`config.mk`:
```
export PLATFORM = sky130hd
export DESIGN_NAME = deser_align
export DESIGN_NICKNAME = d
export VERILOG_FILES = /design/src/rtl/rx_pkg.sv /design/src/rtl/comma_match.sv /design/src/rtl/deser_align.sv
export SDC_FILE = /design/constraint.sdc
export NUM_CORES = 1
export LEC_CHECK = 0
export CAP_MARGIN = 15
export CORE_ASPECT_RATIO = 0.6
export CORE_MARGIN = 5
export CORE_UTILIZATION = 55
export DETAILED_ROUTE_END_ITERATION = 8
export DONT_BUFFER_PORTS = 1
export PLACE_DENSITY = 0.77
export SYNTH_ARGS = -nofsm -noshare
export SYNTH_HDL_FRONTEND = slang
export SYNTH_SLANG_ARGS = --single-unit
```
`constraint.sdc`:
```
create_clock -name CRCLK -period 2.79 [get_ports CRCLK]
set_input_delay 0.4185 -clock CRCLK [delete_from_list [all_inputs] [get_ports CRCLK]]
set_output_delay 0.4185 -clock CRCLK [all_outputs]
set_load 0.02 [all_outputs]
```
`src/rtl/rx_pkg.sv`:
```
// Shared receive-path definitions.
// Holds the K28.5 comma codes (both running disparities), the symbol
// width and the alignment state encoding used by the word aligner.
package rx_pkg;

  localparam int SYM_W = 10;

  // K28.5 as transmitted, bit a first (bit a sits at [9]).
  localparam logic [SYM_W-1:0] K285_RDN = 10'b0011111010;
  localparam logic [SYM_W-1:0] K285_RDP = 10'b1100000101;

  typedef enum logic [1:0] {
    HUNT   = 2'd0,
    CHECK  = 2'd1,
    LOCKED = 2'd2
  } align_state_t;

  function automatic int max_int(input int a, input int b);
    return (a > b) ? a : b;
  endfunction

endpackage

```
`src/rtl/comma_match.sv`:
```
// Combinational K28.5 detector.
// Ports:
//   window_i  in  SYM_W : 10-bit candidate symbol, bit a at [9]
//   match_o   out 1     : window is K28.5 of either running disparity
module comma_match
  import rx_pkg::*;
(
  input  logic [SYM_W-1:0] window_i,
  output logic             match_o
);

  assign match_o = (window_i == K285_RDN) || (window_i == K285_RDP);

endmodule

```
`src/rtl/deser_align.sv`:
```
// Serial-to-parallel word aligner with comma-based lock FSM.
// Shifts the recovered bit stream in, snaps the 10-bit word boundary to
// any K28.5 seen while hunting/checking, and reports lock with hysteresis.
// Parameters:
//   LOCK_COMMAS : on-boundary commas (including the realigning one) to lock
//   LOSS_COMMAS : consecutive off-boundary commas in LOCKED that force realign
// Ports:
//   CRCLK        in  1     : recovered bit clock
//   Reset_n      in  1     : asynchronous active-low reset
//   serial_in    in  1     : serial data, bit a of each symbol first
//   data_out     out SYM_W : last complete symbol, bit a at [9], bit j at [0]
//   word_strobe  out 1     : pulses in the cycle data_out takes a new value
//   comma_out    out 1     : data_out holds K28.5
//   aligned      out 1     : high while LOCKED
module deser_align
  import rx_pkg::*;
#(
  parameter int LOCK_COMMAS = 3,
  parameter int LOSS_COMMAS = 2
) (
  input  logic             CRCLK,
  input  logic             Reset_n,
  input  logic             serial_in,
  output logic [SYM_W-1:0] data_out,
  output logic             word_strobe,
  output logic             comma_out,
  output logic             aligned
);

  localparam int CW = $clog2(max_int(LOCK_COMMAS, LOSS_COMMAS) + 1);
  localparam logic [CW-1:0] LOCK_MAX = CW'(LOCK_COMMAS);
  localparam logic [CW-1:0] LOSS_MAX = CW'(LOSS_COMMAS);
  localparam logic [CW-1:0] ONE      = CW'(1);

  // Only nine history bits are kept: the live serial bit completes the
  // window, so the oldest shifted bit would never be looked at.
  logic [SYM_W-2:0] sr_q;
  logic [3:0]       cnt_q, cnt_d;
  logic [CW-1:0]    good_q, good_d;
  logic [CW-1:0]    mis_q, mis_d;
  align_state_t     state_q, state_d;

  logic [SYM_W-1:0] window;
  logic             comma;
  logic             boundary;
  logic             realign;

  assign window   = {sr_q, serial_in};
  assign boundary = (cnt_q == 4'd9);

  comma_match u_comma_match (
    .window_i (window),
    .match_o  (comma)
  );

  always_comb begin
    state_d = state_q;
    good_d  = good_q;
    mis_d   = mis_q;
    realign = 1'b0;

    case (state_q)
      HUNT: begin
        // A comma on the free-running boundary is also a realign; the
        // result is identical to a plain boundary with cnt cleared.
        if (comma) begin
          realign = 1'b1;
          state_d = (LOCK_COMMAS == 1) ? LOCKED : CHECK;
        end
      end
      CHECK: begin
        if (comma && boundary) begin
          if (good_q != LOCK_MAX) good_d = good_q + ONE;
          if (good_q >= LOCK_MAX - ONE) state_d = LOCKED;
        end else if (comma) begin
          realign = 1'b1;
        end
      end
      LOCKED: begin
        if (comma && boundary) begin
          mis_d = '0;
        end else if (comma) begin
          // Tolerate isolated slips; only a run of off-boundary commas
          // moves the boundary.
          if (mis_q >= LOSS_MAX - ONE) begin
            realign = 1'b1;
            state_d = CHECK;
          end else begin
            mis_d = mis_q + ONE;
          end
        end
      end
      default: state_d = HUNT;
    endcase

    // cnt = 0 after the edge makes this cycle the word boundary.
    if (realign) begin
      good_d = ONE;
      mis_d  = '0;
      cnt_d  = 4'd0;
    end else begin
      cnt_d  = boundary ? 4'd0 : cnt_q + 4'd1;
    end
  end

  always_ff @(posedge CRCLK or negedge Reset_n) begin
    if (!Reset_n) begin
      sr_q        <= '0;
      cnt_q       <= 4'd0;
      good_q      <= '0;
      mis_q       <= '0;
      state_q     <= HUNT;
      data_out    <= '0;
      word_strobe <= 1'b0;
      comma_out   <= 1'b0;
      aligned     <= 1'b0;
    end else begin
      sr_q        <= window[SYM_W-2:0];
      cnt_q       <= cnt_d;
      good_q      <= good_d;
      mis_q       <= mis_d;
      state_q     <= state_d;
      word_strobe <= boundary || realign;
      if (boundary || realign) begin
        data_out  <= window;
        comma_out <= comma;
      end
      aligned     <= (state_d == LOCKED);
    end
  end

endmodule

```
; ---- Word level (Yosys, flattened, before mapping)
; Cells that the tools add are included.
; Widths: inputs -> output; s select.
[totals]
word_cells = 57
output_inout_bits = 13
ff_bits = 32
[classes]
n_reduce_logical = 11
mux = 24
magnitude_cmp = 2
addsub = 3
n_eq_ne = 8
[op_table]
columns = operator, n
row1 = $mux 2, 15
row2 = $eq 10x10->1 const B, 1
row3 = $eq 10x8->1 const B, 1
row4 = $mux 4, 2
row5 = $reduce_bool 2->1, 4
row6 = $pmux 2 s3, 1
row7 = $reduce_and 3->1, 2
row8 = $mux 1, 5
row9 = $add 2x1->2 const B, 2
row10 = $add 4x1->4 const B, 1
row11 = $eq 2x2->1 const B, 2
row12 = $eq 4x4->1 const B, 1
row13 = $ne 3x3->1 const B, 1
row14 = $pmux 1 s3, 1
row15 = $reduce_bool 3->1, 1
row16 = $eq 2x1->1 const B, 1
row17 = $ge 2x1->1 const B, 1
row18 = $ge 2x2->1 const B, 1
row19 = $logic_not 2->1, 1
row20 = $logic_or 1x1->1, 2
row21 = $ne 2x2->1 const B, 1
row22 = $logic_and 1x1->1, 1

; ---- Depth between registers and ports, before layout
[depth]
ltp_word = 7
depth_mapped = 9

; ---- Cells and area by module
; A second synthesis with hierarchy kept.
[unflattened]
hier_cells = 100
hier_area_um2 = 1353.8
[modules_own_cells]
columns = mod, seq_area_each_um2, area_each_um2, instances, cells_per_inst
row1 = deser_align, 800.8, 1292.5, 1, 94
row2 = comma_match, 0.0, 61.3, 1, 6

; ---- Worst setup path after synthesis
; OpenSTA, ideal clock, no wires.
[synth_timing]
path_kind = reg-to-reg
from = register cnt_q[0]
to = register data_out[3]
synth_period_minus_slack_ns = 1.884
stages_incl_launch_ff = 9
slack_ns = 0.906
path_buffers = 2
t_required_ns = 2.665
arrival_ns = 1.759
path_cell_list = dfrtp_1 ha_1 nand3b_1 buf_2 nand2_1 o21a_1 o21ai_4 buf_12 mux2_4
[synth_via]
elab_chain_cells = 5
word_cells_on_any_way = 6
classes_between = eq/ne: 1 / mux: 3 / reduce/logical: 2
[synth_lines]
columns = item, line
row1 = from (decl), deser_align.sv:38  ; logic [3:0] cnt_q, cnt_d;
row2 = from (signal assigned), deser_align.sv:119  ; cnt_q <= cnt_d;
row3 = $eq 4x4->1 *, deser_align.sv:49  ; assign boundary = (cnt_q == 4'd9);
row4 = $logic_and 1x1->1, "deser_align.sv:72, deser_align.sv:80"
row5 = "$mux 1, on equally long branches", "deser_align.sv:80, deser_align.sv:72"
row6 = $pmux 1 s3, deser_align.sv:62  ; case (state_q)
row7 = $logic_or 1x1->1 *, deser_align.sv:124  ; if (boundary || realign) begin
row8 = to (signal assigned), deser_align.sv:125  ; data_out <= window;
row9 = to (decl), deser_align.sv:24  ; output logic [SYM_W-1:0] data_out,
; Every way passes the cells marked *; elsewhere a longest branch is shown, timed or not.
; A chain may end at the register's enable or synchronous reset.

; ---- Worst setup path in the final report
[layout_timing]
from = register cnt_q[0]
to = register data_out[8]
; The elaborated chain is that of the path after synthesis.

==> run summary <==
The run finished with clean final reports. Among all stages on the critical path, the largest delay is contributed by sky130_fd_sc_hd__o21ai_4. The library cells used most frequently in the layout, excluding fill and tap cells, are 32 x sky130_fd_sc_hd__dfrtp_1, 8 x sky130_fd_sc_hd__nor2_1, 7 x sky130_fd_sc_hd__inv_1, 7 x sky130_fd_sc_hd__clkbuf_8. The tools report the synthesized netlist net count as 110. The post-route DRC violation count came out at 0.

TritonCTS built the clock tree. The synthesized netlist occupies a cell area of 1350 um2. The count of endpoints failing hold in the final timing report is 0.

The first-iteration detailed-routing DRC count was 43; the biggest cell delay along the critical path was 460 ps. The tools report the row count as 13. The end of the critical path was data_out[8]$_DFFE_PN0P_.

The worst min-delay path category is input pin to flop. Using the TritonRoute via totals, the vias-per-cell ratio works out to 5.67. The clock root buffer is sky130_fd_sc_hd__clkbuf_8.

Along the worst path, the maximum fanout reaches 15. Input and output buffers added on the ports amount to 0. For the worst setup path, the data arrival time is 2420 ps. The logs give 861 for the via count of the first global-routing pass and 0 for the remaining global-route overflow.

TritonCTS created 5 clock buffers. The number of maximum-capacitance violations came out at 0. The run gives 16 as the number of placed I/O pins. The floorplan step defined a die boundary enclosing 3590 um2. The run gives 0 as the number of antenna violations at the first check in global routing. The post-placement worst setup slack was 524 ps; the total track usage was 15.8%. At the pin with the least slew margin, the transition time is 539 ps.

In the final design database the tool counted 117 nets. The tools report the total inserted antenna cells as 0. The run gives 33 as the pin count of the biggest net entering global routing.

The run gives 31 as the unique cell type count in the Yosys netlist. Wires add up to 2450 um. For the part of the Yosys area used for sequential elements, the log shows 59.1%.

The post-synthesis register bit count is 32. The critical path goes through ha_1 -> nand3b_1 -> nand2_1 -> o21a_1 -> o21ai_4 -> mux2_2. The number of fill cells in the layout came out at 165.

Clock skew on the completed layout was measured at 5.11 ps. The tools report the nature of the critical path startpoint as a flop. Clock-pin slew was measured on the worst setup and hold paths at 60 ps. The average instance in the mapped netlist occupies 13.3 um2. The vertical die dimension was 48.4 um; the highest clock rate was 0.442 GHz. The shortest period the worst path allows came out at 2260 ps. The worst hold path passes through 0 cells. In this run the number of H-tree levels came out at 2. For this design the ratio of total power to cell area is 986 nW/um2. In the final timing run, aggregate negative setup slack is 0 ps. The setup check on the worst reg-to-reg path leaves a slack of 530 ps.

The clock reaches the later pin of the worst-skew pair after 280 ps. In the post-route analysis, the smallest setup slack over all paths is 527 ps. Depth of the worst register-to-register path: 6.

The floorplan step set the die width to 74.1 um. The final antenna-violating net count is 0. The post-route netlist has 22.9% of its cells at a drive strength greater than 1. The floorplan step defined a core boundary enclosing 2260 um2. In this run the tightest slew margin relative to its limit is 63.9%. Sink count of the clock tree: 32. The Yosys step of the flow raised 0 warnings. In this run, post-CTS repair resized a total of 0 instances.

First-pass GRT wire length: 4200 um. The tools report the kind of end point of the critical path as a flop. Compared with the post-synthesis result, the final layout area differs by 10.3%. The library cell used most frequently in the layout, excluding fill and tap cells, is sky130_fd_sc_hd__dfrtp_1. In this run the deepest clock path goes through 2 buffers. For the static leakage power, the log shows 0.680 nW.

Setup repair after global routing left no endpoint under its margin. Setup violations remaining at the end of the flow were counted as 0. Once the floorplan was initialized, standard cells occupied 59.9% of the core. The critical register-to-register path startpoint was cnt_q[0]$_DFF_PN0_.

Critical path start-end classification: flop to flop. The tools report the reg-to-reg critical path endpoint as data_out[8]$_DFFE_PN0P_. The critical path starts at cnt_q[0]$_DFF_PN0_. The tools report the worst voltage drop across the vdd grid as 0.564 mV. Data required time of the worst path: 2950 ps.

The number of iterations in the first detailed-routing pass came out at 4. Summing over every cut layer, the via total after detailed routing is 788. Synthesis handed over a netlist of 102 instances. The congestion estimate from routability-driven global placement came to 0.909. The tools report the final HPWL from detailed placement as 1790 um.

The tools report the final-report max-slew violation count as 0. Of the available clock period, the critical path in the final layout requires 81.1%. The routed length per placed instance is 17.6 um.
==> stage by stage <==
stage	instance area [um2]	instances	utilization (%)	hold WS, ps	total power (W)
6_report	1490	139	66.0	168	0.00147
5_1_grt	1490	139	66.0	149	0.00155
4_1_cts	1490	139	66.0	158	0.00149
3_5_place_dp	1370	130	60.4	124	0.00111
3_3_place_gp	1370	130	60.4	124	0.00107
2_1_floorplan	1350	102	-	123	0.00105
==> cell families after synthesis <==
family	synth area share [%]
DFF	59.1
and+or+nand+nor	10.6
AOI/OAI and AO/OA	9.98
muxes	10.5
buffers and inverters	3.79
adders and majority gates	4.62
xor gates and xnor gates	1.29
==> what timing repair did <==
item                                    in CTS  in global routing
hold endpoints to repair                    32                  0
endpoints found under the setup margin       0                  0
hold buffers                                 2                  0
setup buffers                                0                  0
==> worst min-delay path by stage <==
| stage | from | endpoint | slack [ps] |
|---|---|---|---|
| after global placement | Reset_n | sr_q[0]$_DFF_PN0_ | 120 |
| after detailed placement | Reset_n | data_out[2]$_DFFE_PN0P_ | 120 |
| after CTS | serial_in | sr_q[0]$_DFF_PN0_ | 160 |
| final | serial_in | sr_q[0]$_DFF_PN0_ | 170 |
| after global routing | serial_in | sr_q[0]$_DFF_PN0_ | 150 |
| after floorplan | Reset_n | aligned$_DFF_PN0_ | 120 |
==> report_power, final <==
group | total (W) | internal [W] | switching (W) | leakage (nW)
Clock | 0.000366 | 0.000219 | 0.000147 | 0.0503
Sequential | 0.000775 | 0.000583 | 0.000192 | 0.369
Combinational | 0.000330 | 0.000180 | 0.000151 | 0.261
Total | 0.00147 | 0.000982 | 0.000490 | 0.680
==> worst max-delay path, delay by kind of cell, from the launching register on <==
family / cells / cell delay [ps]
adders and majority gates: 1 / 210
muxes: 1 / 400
and+or+nand+nor: 2 / 470
DFF: 1 / 410
AOI/OAI and AO/OA: 2 / 660
==> routing by layer <==
layer / wire, um / track usage, % / up-vias / share of wire, %
met5: 0 / 0 / - / 0
met4: 16 / 6.02 / 0 / 0.65
met3: 195 / 9.05 / 2 / 8.0
met2: 1110 / 22.1 / 23 / 45
met1: 1130 / 19.9 / 390 / 46
li1: - / - / 373 / -
==> synthesized netlist by cell type <==
cell,instances,area [um2]
sky130_fd_sc_hd__dfrtp_1,32,801
sky130_fd_sc_hd__nor2_1,8,30.0
sky130_fd_sc_hd__inv_1,7,26.3
sky130_fd_sc_hd__mux2_2,6,67.6
sky130_fd_sc_hd__o21ai_0,6,30.0
sky130_fd_sc_hd__ha_1,5,62.6
sky130_fd_sc_hd__mux2_4,5,75.1
sky130_fd_sc_hd__a21oi_1,4,20.0
sky130_fd_sc_hd__nand2_1,4,15.0
sky130_fd_sc_hd__nand2b_1,3,18.8
sky130_fd_sc_hd__a31o_2,2,17.5
sky130_fd_sc_hd__a22o_1,1,8.76
sky130_fd_sc_hd__a41o_1,1,10.0
sky130_fd_sc_hd__a41oi_2,1,16.3
sky130_fd_sc_hd__and3_1,1,6.26
sky130_fd_sc_hd__and4bb_2,1,12.5
sky130_fd_sc_hd__buf_12,1,20.0
sky130_fd_sc_hd__buf_2,1,5.00
sky130_fd_sc_hd__nand3_1,1,5.00
sky130_fd_sc_hd__nand3b_1,1,7.51
sky130_fd_sc_hd__nand4_1,1,6.26
sky130_fd_sc_hd__nand4bb_1,1,11.3
sky130_fd_sc_hd__nor2b_1,1,6.26
sky130_fd_sc_hd__nor4_1,1,6.26
sky130_fd_sc_hd__nor4_2,1,12.5
sky130_fd_sc_hd__o21a_1,1,7.51
sky130_fd_sc_hd__o21ai_4,1,16.3
sky130_fd_sc_hd__o32ai_1,1,8.76
sky130_fd_sc_hd__or3_1,1,6.26
sky130_fd_sc_hd__xnor2_1,1,8.76
sky130_fd_sc_hd__xor2_1,1,8.76
==> flip-flops by register name, indices dropped and copies added (netlist names) <==
name	cells
state_q	2
mis_q	2
sr_q	9
aligned	1
word_strobe	1
cnt_q	4
data_out	10
good_q	2
comma_out	1
==> area by class of cell <==
type / instances / area [um2] / share of cell area, %
clock buffers: 7 / 96.3 / 6.45
inverters: 7 / 26.3 / 1.76
repair buffers: 2 / 30.0 / 2.01
flip-flops and latches: 32 / 801 / 53.6
multi-input cells: 61 / 502 / 33.6
well taps: 30 / 37.5 / 2.51
Note: power is estimated with default switching activity, not from simulation.
